`src/rtl/mem_4x8b_rtl.sv`:
```
`default_nettype none
// +--------------------------------------------------------------------------+
// | mem_4x8b_rtl: four-word single-port memory, valid/ready request/response  |
// | Optional: MEM_WRITE_READBACK_EN echoes write data in write responses.     |
// | Rev 1.0                                                                   |
// +--------------------------------------------------------------------------+
module mem_4x8b_rtl #(
  parameter int nbits = 8
) (
  input  logic             clk,
  input  logic             rst,
  input  logic             req_val,
  output logic             req_rdy,
  input  logic             req_type,
  input  logic [1:0]       req_addr,
  input  logic [nbits-1:0] req_wdata,
  output logic             resp_val,
  input  logic             resp_rdy,
  output logic             resp_type,
  output logic [nbits-1:0] resp_rdata
);

  typedef enum logic [0:0] {
    ST_EMPTY = 1'b0,
    ST_FULL  = 1'b1
  } state_t;

  state_t                 state_q;
  logic [nbits-1:0]       word_q [4];
  logic [3:0]             we_onehot_d;
  logic                   fire_d;
  logic                   resp_type_q;
  logic [nbits-1:0]       resp_rdata_q;
  logic [nbits-1:0]       resp_rdata_d;

  assign resp_val   = (state_q == ST_FULL);
  assign resp_type  = resp_type_q;
  assign resp_rdata = resp_rdata_q;

  // A request may enter in the same cycle the held response drains.
  assign req_rdy = !rst && (!resp_val || resp_rdy);
  assign fire_d  = req_val && req_rdy;

  always_comb begin
    we_onehot_d           = 4'b0000;
    we_onehot_d[req_addr] = 1'b1;
  end

  always_comb begin
    resp_rdata_d = word_q[req_addr];
    if (req_type) begin
`ifdef MEM_WRITE_READBACK_EN
      resp_rdata_d = req_wdata;
`else
      resp_rdata_d = '0;
`endif
    end
  end

  always_ff @(posedge clk) begin
    for (int i = 0; i < 4; i++) begin
      if (rst) begin
        word_q[i] <= '0;
      end else if (fire_d && req_type && we_onehot_d[i]) begin
        word_q[i] <= req_wdata;
      end
    end
  end

  always_ff @(posedge clk) begin
    if (rst) begin
      state_q      <= ST_EMPTY;
      resp_type_q  <= 1'b0;
      resp_rdata_q <= '0;
    end else begin
      case (state_q)
        ST_EMPTY: begin
          if (fire_d) begin
            state_q      <= ST_FULL;
            resp_type_q  <= req_type;
            resp_rdata_q <= resp_rdata_d;
          end
        end
        ST_FULL: begin
          // Without resp_rdy the outputs stay bit-stable.
          if (resp_rdy) begin
            if (fire_d) begin
              resp_type_q  <= req_type;
              resp_rdata_q <= resp_rdata_d;
            end else begin
              state_q <= ST_EMPTY;
            end
          end
        end
        default: state_q <= ST_EMPTY;
      endcase
    end
  end

endmodule
`default_nettype wire

```
`config.mk`:
```
export PLATFORM = sky130hd
export DESIGN_NAME = mem_4x8b_rtl
export DESIGN_NICKNAME = d
export VERILOG_FILES = /design/src/rtl/mem_4x8b_rtl.sv
export SDC_FILE = /design/constraint.sdc
export NUM_CORES = 1
export LEC_CHECK = 0
export ABC_AREA = 1
export CORE_MARGIN = 2
export CORE_UTILIZATION = 54
export DETAILED_ROUTE_END_ITERATION = 8
export PLACE_DENSITY = 0.78
export SLEW_MARGIN = 20
export SYNTH_ARGS = -nofsm -noshare
export SYNTH_HDL_FRONTEND = slang
export SYNTH_SLANG_ARGS = --single-unit
```
`constraint.sdc`:
```
create_clock -name clk -period 1.6 [get_ports clk]
set_input_delay 0.32 -clock clk [delete_from_list [all_inputs] [get_ports clk]]
set_output_delay 0.32 -clock clk [all_outputs]
set_load 0.02 [all_outputs]
```
==> summary.txt <==
class of the tightest hold or removal check = register to register
number of buffers created by CTS = 5
Clock Pin Slew Worst Setup and Hold Paths = 120 ps
category of the most critical setup path = primary input to register
part of the cycle the worst path needs = 93.8%
height of the chip = 64.5 um
Total Neg Setup Slack = 0 ps
post-synthesis instance area = 1980 um^2
Std-Cell Core Area = 3420 um^2
total of buffers placed on input and output ports = 25
delay-heaviest family, CP = buffers and inverters
Filler Cell Count = 262
FF+latch area = 1160 um^2
total number of vias = 1398
endpoints failing hold = 0
peak per-stage delay on the critical path = 460 ps
Die Footprint = 4170 um^2
count of yosys warnings during synthesis = 0
remaining max-slew budget at the tightest pin = 81.3%
setup repair after global routing missed its margin = false
Syn Area/Cell = 9.56 um^2
crit end category = register
num rows = 21
run status = completed
Yosys top cell by area = edfxtp_1
worst-case clock buffer depth = 2
Crit Reg-Reg Startpoint = resp_val
number of DRC markers in iteration 0 = 53
clock period minus final worst setup slack = 1500 ps
cell-by-cell trace of the critical path = clkdlybuf4s50_1 > inv_1 > nand2_1 > buf_4 > nand3_4 > nor2_8 > nand3_4 > nand2_1 > buf_4
launch point of the worst path = resp_rdy
gate count of the mapped netlist = 207
reg2reg setup slack = 220 ps
hold slack = 478 ps
slowest cell on the critical path = clkdlybuf4s50_1
Critical Path Sink = word_q[2][0]
arrival time worst endpoint = 1580 ps
detailed-placement wirelength estimate = 2770 um
routed length per instance = 11.9 um
total DRC errors in the routed layout = 0
final std cells w/o fill = 302
horizontal extent of the die = 64.5 um
top cells by area, synth = edfxtp_1 49%, nand2_1 16%, dfxtp_1 10%
number of global-route vias before repair = 1473
number of antenna violations at the first check in global routing = 0
maximum resistive drop on vdd = 0.000528 V
number of detailed-route iterations in the first pass = 5
total wirelength of the detailed-routed design = 3600 um
placed instance count = 294
Placer Congestion = 0.829
final setup fails = 0
global-route wire length before repair = 6490 um
Clock H-tree levels = 2
Worst R2R End = word_q[2][0]
Sinks on Clock Net = 42
top-level I/O count = 26
largest net degree at the start of global routing = 14
Static Leakage = 1.15 nW
final core area utilization = 73.2%
R2R depth = 7
crit path max fanout = 4
power per unit of standard cell area = 815 nW/um^2
Peak Freq = 0.666 GHz
Layout Skew = 5.24 ps
Bufs and invs on worst path = 4
starting utilization of the core area = 57.9%
net total in the final layout = 270
cell at the root of the clock tree = clkbuf_4
count of inserted antenna diode cells = 0
combined area of the multi-input logic cells = 697 um^2
layout overhead on the synthesized area = 26.2%
pins over their slew limit = 0
clock network latency to the later pin of the worst-skew pair = 350 ps
maxcap violations = 0
fraction of post-synthesis cell area in the top cell type by area = 48.5%
post-synthesis sequential area ratio = 58.7%
data required time of the worst path = 1680 ps
number of unique standard cell types used by synthesis = 17
number of flip-flops and latches in the synthesized netlist = 42
global-route total usage across every layer = 21.3%
Vias/cell = 4.63
grt total ovfl = 0
syn nets = 222
layout cells sized above 1 = 23.0%
TritonCTS clock tree = yes
Worst-Margin Slew = 280 ps
antenna-violating nets left = 0
logic depth of the worst path, buffers included = 9
crit start category = primary input
==> synth_stat cells, drive strengths merged <==
cell	number
o21ai	1
nand3	6
inv	14
buf	6
edfxtp	32
dfxtp	10
nand2	93
a21oi	8
nor2	37
==> worst min-delay path: cells and delay by family, from the launching register on <==
kind,cells,cell delay [ps]
flops,1,330
simple gates,1,70
compound gates,1,50
==> stage by stage <==
step           setup slack, ps  total power, mW  area, um^2
6_report                  98.5             2.04        2500
5_1_grt                   2.52             2.13        2500
3_5_place_dp              -328             1.51        2450
2_1_floorplan              156             1.39        1980
4_1_cts                   9.54             2.05        2500
3_3_place_gp              -310             1.51        2450
==> sequential cells by signal, indices dropped and copies added (netlist names) <==
name / flops
resp_val: 1
word_q: 32
resp_rdata: 8
resp_type: 1
==> where the power goes <==
part	switching, mW	total, mW	internal, mW	leakage [nW]
clock	0.341	0.554	0.213	0.0386
sequential	0.0112	1.22	1.21	0.425
combinational	0.146	0.266	0.120	0.683
total	0.498	2.04	1.54	1.15
==> cells by family (layout without fill, tap and decap cells) <==
kind of cell | count (synthesis) | in the layout | synth area share, %
AO/OA/AOI/OAI | 9 | 9 | 3.79
buffers and inverters | 20 | 69 | 6.26
flip-flops | 42 | 42 | 58.7
AND/OR/NAND/NOR | 136 | 136 | 31.3
==> layout by cell type, fill, tap and decap left out, drive strengths merged <==
master,instances
o21ai,1
nor2,37
edfxtp,32
dfxtp,10
nand2,93
clkbuf,6
dlygate4sd2,10
inv,15
buf,23
clkinv,1
nand3,6
a21oi,8
clkdlybuf4s50,14
==> area by class of cell <==
cell class | instances | area share [%]
clock buffer | 6 | 2.05
clock inverter | 2 | 0.451
inverter | 14 | 2.40
multi-input combinational | 145 | 27.9
sequential | 42 | 46.5
tap | 46 | 2.30
timing repair buffer | 47 | 18.4
==> timing repair <==
action,4_1_cts,5_1_grt
hold buffers,0,0
buffers inserted,0,0
gates resized for setup,13,2
cloned,0,0
hold endpoints to repair,0,0
endpoints found under the setup margin,11,4
==> metal layers <==
metal | vias up | track usage, % | part of all wire, %
li1 | 751 | - | -
met1 | 609 | 25.1 | 42
met2 | 34 | 36.8 | 52
met3 | 4 | 5.38 | 4.6
met4 | 0 | 9.04 | 1.2
met5 | - | 0 | 0
==> worst min path at each step <==
| stage | from | to | slack, ps | cells past startpoint |
|---|---|---|---|---|
| 6_report | resp_type | resp_type | 480 | 2 |
| 5_1_grt | resp_rdata[5] | resp_rdata[5] | 500 | 2 |
| 4_1_cts | resp_rdata[6] | resp_rdata[6] | 480 | 2 |
| 3_5_place_dp | resp_rdata[6] | resp_rdata[6] | 470 | 2 |
| 3_3_place_gp | resp_rdata[0] | resp_rdata[0] | 460 | 2 |
| 2_1_floorplan | req_val | resp_val | 440 | 2 |
(Power assumes the default switching activity.)
